===== config.mk =====
export PLATFORM = sky130hd
export DESIGN_NAME = nibble_alu_sequencer_flat
export DESIGN_NICKNAME = d
export VERILOG_FILES = /design/src/rtl/nibble_alu_sequencer_pkg.sv /design/src/rtl/nibble_alu_sequencer_if.sv /design/src/rtl/nibble_alu_sequencer.sv /design/src/flat_wrapper.sv
export SDC_FILE = /design/constraint.sdc
export NUM_CORES = 1
export LEC_CHECK = 0
export CAP_MARGIN = 20
export CORE_UTILIZATION = 40
export CTS_CLUSTER_SIZE = 14
export DETAILED_ROUTE_END_ITERATION = 6
export PLACE_DENSITY = 0.71
export SETUP_SLACK_MARGIN = 0.5
export SLEW_MARGIN = 0
export SYNTH_ARGS = -nofsm -noshare
export SYNTH_HDL_FRONTEND = slang
export SYNTH_SLANG_ARGS = --single-unit

===== constraint.sdc =====
create_clock -name clk -period 2.85 [get_ports clk]
set_input_delay 0.57 -clock clk [delete_from_list [all_inputs] [get_ports clk]]
set_output_delay 0.57 -clock clk [all_outputs]
set_load 0.01 [all_outputs]

===== src/rtl/nibble_alu_sequencer_pkg.sv =====
// Shared types for the nibble ALU sequencer: op/state encodings and the
// control word the shared nibble loop expects for each kind of pass.
package nibble_alu_sequencer_pkg;

    localparam int WORD_W  = 32;
    localparam int NIB_W   = 3;
    localparam int SHAMT_W = 5;

    localparam logic [NIB_W-1:0] LAST_NIBBLE = 3'd7;

    typedef enum logic [2:0] {
        OP_ADD = 3'd0,
        OP_SUB = 3'd1,
        OP_LTU = 3'd2,
        OP_EQ  = 3'd3,
        OP_SHR = 3'd4
    } seq_op_e;

    typedef enum logic [2:0] {
        ST_IDLE  = 3'd0,
        ST_SETUP = 3'd1,
        ST_RUN   = 3'd2,
        ST_NEXT  = 3'd3,
        ST_RESP  = 3'd4
    } seq_state_e;

    typedef enum logic [1:0] {
        CMD_ADD   = 2'd0,
        CMD_COMP  = 2'd1,
        CMD_XNOR  = 2'd2,
        CMD_RSHFT = 2'd3
    } alu_cmd_e;

    typedef struct packed {
        alu_cmd_e cmd;
        logic     b_inv;
        logic     carry_in;
        logic     carry_disable;
    } alu_ctrl_t;

    // COMP computes A-B-1, so its carry-out is set exactly when A > B.
    localparam alu_ctrl_t CTRL_ADD = '{cmd: CMD_ADD,   b_inv: 1'b0, carry_in: 1'b0, carry_disable: 1'b0};
    localparam alu_ctrl_t CTRL_SUB = '{cmd: CMD_ADD,   b_inv: 1'b1, carry_in: 1'b1, carry_disable: 1'b0};
    localparam alu_ctrl_t CTRL_LTU = '{cmd: CMD_COMP,  b_inv: 1'b0, carry_in: 1'b0, carry_disable: 1'b0};
    localparam alu_ctrl_t CTRL_EQ  = '{cmd: CMD_XNOR,  b_inv: 1'b0, carry_in: 1'b0, carry_disable: 1'b0};
    localparam alu_ctrl_t CTRL_SHR = '{cmd: CMD_RSHFT, b_inv: 1'b0, carry_in: 1'b0, carry_disable: 1'b0};

    function automatic alu_ctrl_t ctrl_for_op(input seq_op_e op);
        case (op)
            OP_ADD:  return CTRL_ADD;
            OP_SUB:  return CTRL_SUB;
            OP_LTU:  return CTRL_LTU;
            OP_EQ:   return CTRL_EQ;
            OP_SHR:  return CTRL_SHR;
            default: return CTRL_ADD;
        endcase
    endfunction

    // EQ and SHR always span the whole word regardless of the requested width.
    function automatic logic [NIB_W-1:0] nibbles_for_op(input seq_op_e op,
                                                       input logic [NIB_W-1:0] requested);
        if (op == OP_EQ || op == OP_SHR)
            return LAST_NIBBLE;
        return requested;
    endfunction

endpackage


===== src/rtl/nibble_alu_sequencer_if.sv =====
// Request/response port of the nibble ALU sequencer: one op per req
// handshake, one result word plus flag per resp handshake.
interface nibble_alu_sequencer_if;
    import nibble_alu_sequencer_pkg::*;

    logic                req_valid;
    logic                req_ready;
    seq_op_e             req_op;
    logic [WORD_W-1:0]   req_a;
    logic [WORD_W-1:0]   req_b;
    logic [NIB_W-1:0]    req_nibbles;
    logic                req_b_neg;
    logic [SHAMT_W-1:0]  req_shamt;

    logic                resp_valid;
    logic                resp_ready;
    logic [WORD_W-1:0]   resp_result;
    logic                resp_flag;

    modport master (
        output req_valid, req_op, req_a, req_b, req_nibbles, req_b_neg, req_shamt,
        output resp_ready,
        input  req_ready, resp_valid, resp_result, resp_flag
    );

    modport slave (
        input  req_valid, req_op, req_a, req_b, req_nibbles, req_b_neg, req_shamt,
        input  resp_ready,
        output req_ready, resp_valid, resp_result, resp_flag
    );

endinterface


===== src/rtl/nibble_alu_sequencer.sv =====
// Command front-end for the shared nibble-serial ALU loop: accepts one op,
// sequences one or more loop passes and returns the result word and flag.
module nibble_alu_sequencer
    import nibble_alu_sequencer_pkg::*;
(
    input  logic                  clk,
    input  logic                  rst,
    nibble_alu_sequencer_if.slave bus,

    output logic                  loop_perm_to_count,
    output logic [NIB_W-1:0]      loop_nibbles_number,
    output alu_ctrl_t             loop_ctrl,
    output logic                  loop_check_0xf,
    output logic                  loop_b_neg,
    output logic [WORD_W-1:0]     loop_word1,
    output logic [WORD_W-1:0]     loop_word2,
    output logic                  loop_preinit_only,
    output logic [WORD_W-1:0]     loop_preinit,
    input  logic                  loop_busy,
    input  logic [WORD_W-1:0]     loop_result,
    input  logic                  loop_carry
);

    seq_state_e          state_q, state_d;
    seq_op_e             op_q;
    logic [WORD_W-1:0]   a_q;
    logic [WORD_W-1:0]   b_q;
    logic [WORD_W-1:0]   res_q;
    logic [NIB_W-1:0]    nib_q;
    logic [1:0]          pass_cnt_q;
    logic                b_neg_q;
    logic                flag_q;
    logic                armed_q;
    logic                pre_pend_q;

    logic                accept;
    logic                run_done;
    logic [WORD_W-1:0]   shr_nibble_word;

    assign accept   = (state_q == ST_IDLE) && bus.req_valid;
    // The loop's busy lags perm_to_count by a cycle, so the first RUN cycle is blind.
    assign run_done = armed_q && !loop_busy;
    assign shr_nibble_word = bus.req_b >> {bus.req_shamt[4:2], 2'b00};

    // NOTE: sequential state uses non-blocking assignments so every register
    // samples pre-edge values, independent of process ordering.
    always_ff @(posedge clk) begin
        if (rst)
            state_q <= ST_IDLE;
        else
            state_q <= state_d;
    end

    // NOTE: state_d gets a default before the case so no path leaves it
    // unassigned, which would otherwise infer a latch.
    always_comb begin
        state_d = state_q;
        case (state_q)
            ST_IDLE:  if (accept)                 state_d = ST_SETUP;
            ST_SETUP: state_d = (pass_cnt_q == 2'd0) ? ST_NEXT : ST_RUN;
            ST_RUN:   if (run_done)               state_d = ST_NEXT;
            ST_NEXT:  state_d = (pass_cnt_q > 2'd1) ? ST_SETUP : ST_RESP;
            ST_RESP:  if (bus.resp_ready)         state_d = ST_IDLE;
            default:                              state_d = ST_IDLE;
        endcase
    end

    always_comb begin
        bus.req_ready      = 1'b0;
        bus.resp_valid     = 1'b0;
        loop_perm_to_count = 1'b0;
        loop_preinit_only  = 1'b0;
        case (state_q)
            ST_IDLE:  bus.req_ready      = !rst;
            ST_SETUP: loop_preinit_only  = pre_pend_q;
            ST_RUN:   loop_perm_to_count = 1'b1;
            ST_RESP:  bus.resp_valid     = 1'b1;
            default:  ;
        endcase
    end

    assign bus.resp_result     = res_q;
    assign bus.resp_flag       = flag_q;
    assign loop_nibbles_number = nib_q;
    assign loop_ctrl           = ctrl_for_op(op_q);
    assign loop_check_0xf      = (op_q == OP_EQ);
    assign loop_b_neg          = b_neg_q;
    assign loop_word1          = a_q;
    assign loop_word2          = b_q;
    assign loop_preinit        = (op_q == OP_SHR) ? b_q : a_q;

    // Operand and result registers. For SHR, b_q carries the running shifted
    // word: whole nibbles are applied at accept, single bits by RSHFT passes.
    always_ff @(posedge clk) begin
        if (rst) begin
            op_q       <= OP_ADD;
            a_q        <= '0;
            b_q        <= '0;
            res_q      <= '0;
            nib_q      <= '0;
            pass_cnt_q <= '0;
            b_neg_q    <= 1'b0;
            flag_q     <= 1'b0;
            armed_q    <= 1'b0;
            pre_pend_q <= 1'b0;
        end else begin
            armed_q <= (state_q == ST_RUN);
            case (state_q)
                ST_IDLE: begin
                    if (accept) begin
                        op_q    <= bus.req_op;
                        a_q     <= bus.req_a;
                        nib_q   <= nibbles_for_op(bus.req_op, bus.req_nibbles);
                        b_neg_q <= (bus.req_op == OP_ADD || bus.req_op == OP_SUB) && bus.req_b_neg;
                        flag_q  <= 1'b0;
                        if (bus.req_op == OP_SHR) begin
                            b_q        <= shr_nibble_word;
                            res_q      <= shr_nibble_word;
                            pass_cnt_q <= bus.req_shamt[1:0];
                            pre_pend_q <= |bus.req_shamt[4:2];
                        end else begin
                            b_q        <= bus.req_b;
                            pass_cnt_q <= 2'd1;
                            pre_pend_q <= 1'b0;
                        end
                    end
                end
                ST_SETUP: pre_pend_q <= 1'b0;
                ST_RUN: begin
                    if (run_done) begin
                        res_q <= loop_result;
                        if (op_q != OP_SHR)
                            flag_q <= loop_carry;
                    end
                end
                ST_NEXT: begin
                    if (pass_cnt_q > 2'd1) begin
                        b_q        <= res_q;
                        pass_cnt_q <= pass_cnt_q - 2'd1;
                    end
                end
                default: ;
            endcase
        end
    end

endmodule


===== src/flat_wrapper.sv =====
// flat-port wrapper written by rule: the top's interface ports become plain ports
module nibble_alu_sequencer_flat import nibble_alu_sequencer_pkg::*;
  (clk, rst, loop_perm_to_count, loop_nibbles_number, loop_ctrl, loop_check_0xf, loop_b_neg, loop_word1, loop_word2, loop_preinit_only, loop_preinit, loop_busy, loop_result, loop_carry, bus_req_valid, bus_req_op, bus_req_a, bus_req_b, bus_req_nibbles, bus_req_b_neg, bus_req_shamt, bus_resp_ready, bus_req_ready, bus_resp_valid, bus_resp_result, bus_resp_flag);
  nibble_alu_sequencer_if bus_i ();
  input  logic clk;
  input  logic rst;
  output logic loop_perm_to_count;
  output logic [NIB_W-1:0] loop_nibbles_number;
  output alu_ctrl_t loop_ctrl;
  output logic loop_check_0xf;
  output logic loop_b_neg;
  output logic [WORD_W-1:0] loop_word1;
  output logic [WORD_W-1:0] loop_word2;
  output logic loop_preinit_only;
  output logic [WORD_W-1:0] loop_preinit;
  input  logic loop_busy;
  input  logic [WORD_W-1:0] loop_result;
  input  logic loop_carry;
  input wire logic [$bits(bus_i.req_valid)-1:0] bus_req_valid;
  input wire logic [$bits(bus_i.req_op)-1:0] bus_req_op;
  input wire logic [$bits(bus_i.req_a)-1:0] bus_req_a;
  input wire logic [$bits(bus_i.req_b)-1:0] bus_req_b;
  input wire logic [$bits(bus_i.req_nibbles)-1:0] bus_req_nibbles;
  input wire logic [$bits(bus_i.req_b_neg)-1:0] bus_req_b_neg;
  input wire logic [$bits(bus_i.req_shamt)-1:0] bus_req_shamt;
  input wire logic [$bits(bus_i.resp_ready)-1:0] bus_resp_ready;
  output wire logic [$bits(bus_i.req_ready)-1:0] bus_req_ready;
  output wire logic [$bits(bus_i.resp_valid)-1:0] bus_resp_valid;
  output wire logic [$bits(bus_i.resp_result)-1:0] bus_resp_result;
  output wire logic [$bits(bus_i.resp_flag)-1:0] bus_resp_flag;
  assign bus_i.req_valid = bus_req_valid;
  assign bus_i.req_op = bus_req_op;
  assign bus_i.req_a = bus_req_a;
  assign bus_i.req_b = bus_req_b;
  assign bus_i.req_nibbles = bus_req_nibbles;
  assign bus_i.req_b_neg = bus_req_b_neg;
  assign bus_i.req_shamt = bus_req_shamt;
  assign bus_i.resp_ready = bus_resp_ready;
  assign bus_req_ready = bus_i.req_ready;
  assign bus_resp_valid = bus_i.resp_valid;
  assign bus_resp_result = bus_i.resp_result;
  assign bus_resp_flag = bus_i.resp_flag;
  nibble_alu_sequencer u_core (.clk(clk), .rst(rst), .bus(bus_i), .loop_perm_to_count(loop_perm_to_count), .loop_nibbles_number(loop_nibbles_number), .loop_ctrl(loop_ctrl), .loop_check_0xf(loop_check_0xf), .loop_b_neg(loop_b_neg), .loop_word1(loop_word1), .loop_word2(loop_word2), .loop_preinit_only(loop_preinit_only), .loop_preinit(loop_preinit), .loop_busy(loop_busy), .loop_result(loop_result), .loop_carry(loop_carry));
endmodule

==> metrics.md <==
| Metric | Value |
|---|---|
| Fin nets | ~1100 |
| Later-pin clock latency in the skew report | 0.36 ns |
| WS Path Type | flip-flop to primary output |
| # clock sinks | about 110 |
| Placed cell area | 0.00937 sq mm |
| Fin cells | 1227 |
| CTS tree | yes |
| Synth cell types | 59 |
| Clock Skews | 0.00684 ns |
| Synth warn | 0 |
| Root Driver | clkbuf_16 |
| Final hold viol count | 0 |
| Synth async-reset ratio | 0% |
| Post-DP HPWL | between 15 and 20 mm |
| Multi-input gate area | ~0.0040 sq mm |
| RSZ-0062 raised after global routing | true |
| Req. time, crit path | around 2.3 ns |
| Sequential cell area | between 0.002 and 0.0025 sq mm |
| IO buf count | 255 |
| Drt wl/cell | 21.4 microns |
| Starting Density | around two fifths |
| Number of fill cells | 1432 |
| Final Cell Area | between 0.009 and 0.01 sq mm |
| VDD IR max | around 320 uV |
| Proportion of layout cells with a drive suffix above 1 | 18.9% |
| Drt first pass iters | 5 |
| Min-Delay Path Class | flip-flop to flip-flop |
| Top cells by area, synth | dfxtp_1, mux2_2, a21oi_1 |
| Total gr overflow | 0 |
| First-pass GRT wire length | just under 40 mm |
| Post-synth EDFFs | 0 |
| Worst-path maximum fanout | 8 |
| H-tree depth | 3 |
| Total number of vias | approximately 7300 |
| Antenna viol nets, final | 0 |
| CORE AREA | approximately 0.016 sq mm |
| Maximum clock frequency | 419 MHz |
| Largest net degree at the start of global routing | 47 |
| Die height | between 100 and 150 microns |
| Cell taking the most area after synthesis | dfxtp_1 |
| Clock slew at reported path FFs | 0.07 ns |
| Slew Limit Fails | 0 |
| Boundary pin count | 257 |
| Synth Flop Type | dfxtp_1 |
| Final worst-path cycle share | between 80% and 90% |
| Critical Path Start Type | flip-flop |
| Final setup TNS | 0 ns |
| Bufs on Longest Clock Path | 2 |
| Crit. End Element | primary output |
| Post-Syn Area | 0.00662 sq mm |
| Max_cap viols | 0 |
| Most frequent cells in the layout | clkdlybuf4s50_1, dfxtp_1, nand2_1 |
| Placer Congestion | about 0.96 |
| Syn-to-layout area delta | 48.3% |
| Mean Syn Cell Area | 8.66 sq um |
| Post-Route WL | 26.3 mm |
| PwrDens | about 480 mW/mm^2 |
| LEAKAGE | between 0.003 and 0.004 uW |
| Initial DRC count | 586 |
| Yosys reg bits | roughly 110 |
| Crit path DAT | around 1.8 ns |
| Die ar. | around 0.017 sq mm |
| Avg Vias per Cell | slightly below 6 |
| Die width | ~130 microns |
| Vias in the first global route | 6558 |
| Net Count, Synth | approximately 900 |
| Initial antenna violation count | 1 |
| Outcome | finished clean |
| FP Rows | 46 |
| Final setup vio count | 0 |
| Seq/Total Area, Yosys | 33.6% |
| Post-placement cell count | 1200 |
| DRC | 0 |
| Commonest non-fill, non-tap cell in the layout | clkdlybuf4s50_1 |
| All-Layer GR Usage | a little under a third |
| Cells after Synth | around 770 |
| TritonCTS buffer count | 9 |
| Least-Margin Pin Slew | a little under 0.8 ns |
| Slew margin rel. | a little under half |
| Yosys top cell area share | 33.6% |
| Minimum clock period | roughly 2.4 ns |
==> report_power, final <==
group | switching (uW) | total [uW] | internal [uW]
sequential | 141 | 1830 | 1690
clock | 599 | 1270 | 674
combinational | 820 | 1650 | 832
==> final cells by class <==
| type | instances | share of cell area (%) |
|---|---|---|
| Timing Repair Buffer | 310 | 30.6 |
| Inverter | 8 | 0.318 |
| Clock buffer | 9 | 2.29 |
| Sequential cell | 111 | 22.9 |
| Clock inverter | 6 | 0.637 |
| Antenna cell | 1 | 0.0255 |
| Tap cell | 216 | 2.75 |
| Multi-Input combinational cell | 566 | 40.6 |
==> flip-flops by register name, summed over array words and instances, names as in the netlist <==
register,count
u_core.pre_pend_q,1
u_core.loop_word1,32
u_core.pass_cnt_q,2
u_core.loop_word2,32
u_core.loop_nibbles_number,3
u_core.state_q,3
u_core.op_q,3
u_core.armed_q,1
u_core.loop_b_neg,1
u_core.bus.resp_flag,1
u_core.bus.resp_result,32
==> per-layer routing <==
| layer | up-vias | track usage, % | wire, microns |
|---|---|---|---|
| met4 | 0 | 10.0 | 588 |
| met2 | 415 | 49.4 | 12400 |
| li1 | 3338 | - | - |
| met5 | - | 0 | 0 |
| met3 | 40 | 5.42 | 2280 |
| met1 | 3461 | 40.3 | 11000 |
==> kinds of logic (layout without fill, tap and decap cells) <==
family / after synthesis / after routing / share of synthesized area (%)
buffers and inverters: 88 / 333 / 7.29
flip-flops: 111 / 111 / 33.6
XOR/XNOR: 1 / 1 / 0.132
other: 1 / 2 / 0.0566
adder cells (fa/ha/maj): 2 / 2 / 0.378
multiplexers: 86 / 86 / 15.8
AO/OA/AOI/OAI: 234 / 234 / 24.1
AND/OR/NAND/NOR: 242 / 242 / 18.6
==> what timing repair did <==
| action | in CTS | in global routing |
|---|---|---|
| gates resized for setup | 154 | 20 |
| pin swaps | 1 | 1 |
| hold buffers | 0 | 0 |
| hold endpoints to repair | 0 | 0 |
| setup endpoints to repair | 37 | 23 |
| gates cloned | 3 | 1 |
| buffers inserted | 5 | 2 |
==> cell usage after synthesis (all sizes together), types with 2 or more instances <==
library cell and instances:
o22ai 9, or3b 3, inv 6, and3 4, a22o 4, mux2i 35, o31ai 14, and3b 3
o21ai 39, nor2b 9, nand3b 17, and2 6, a22oi 5, nand2 98, nand4b 2, or2 4
nor3b 6, nor3 27, buf 46, o41ai 3, a21oi 79, dfxtp 111, o221a 4, o32ai 7
nand3 22, o211ai 6, nor4b 2, ha 2, mux2 40, nor2 29, nor4 4, o2bb2ai 6
nand2b 4, mux4 11, a31oi 3, clkbuf 34, a211oi 16, a221oi 35, clkinv 2
==> per-stage QoR <==
stage	util, %	hold slack (ns)	total power [uW]	worst slack [ns]
final	61.4	0.451	4760	0.461
after global routing	61.4	0.490	4950	0.409
after CTS	60.6	0.454	4720	0.421
after detailed placement	58.6	0.444	3450	0.280
after global placement	58.6	0.440	3430	0.326
after floorplan	-	0.464	2660	0.871
==> worst max-delay path: stages, from the launching register on <==
cell and delay [ns]:
dfxtp_4 0.35, nor3b_4 0.15, buf_4 0.13, buf_6 0.12
buf_16 0.14, or2_2 0.29, dlygate4sd2_1 0.28
==> worst paths after layout <==
kind,from,to,slack (ns),cells past startpoint
setup / recovery,u_core.op_q[2]$_SDFFE_PP0P_,loop_ctrl[4],0.46,6
hold / removal,u_core.loop_b_neg$_SDFFE_PP0P_,u_core.loop_b_neg$_SDFFE_PP0P_,0.45,2
setup reg to reg,u_core.state_q[1]$_SDFFE_PP0P_,u_core.loop_word2[30]$_SDFFE_PP0P_,0.71,6
hold reg to reg,u_core.loop_b_neg$_SDFFE_PP0P_,u_core.loop_b_neg$_SDFFE_PP0P_,0.45,2
Power figures use the tool's default switching activity.
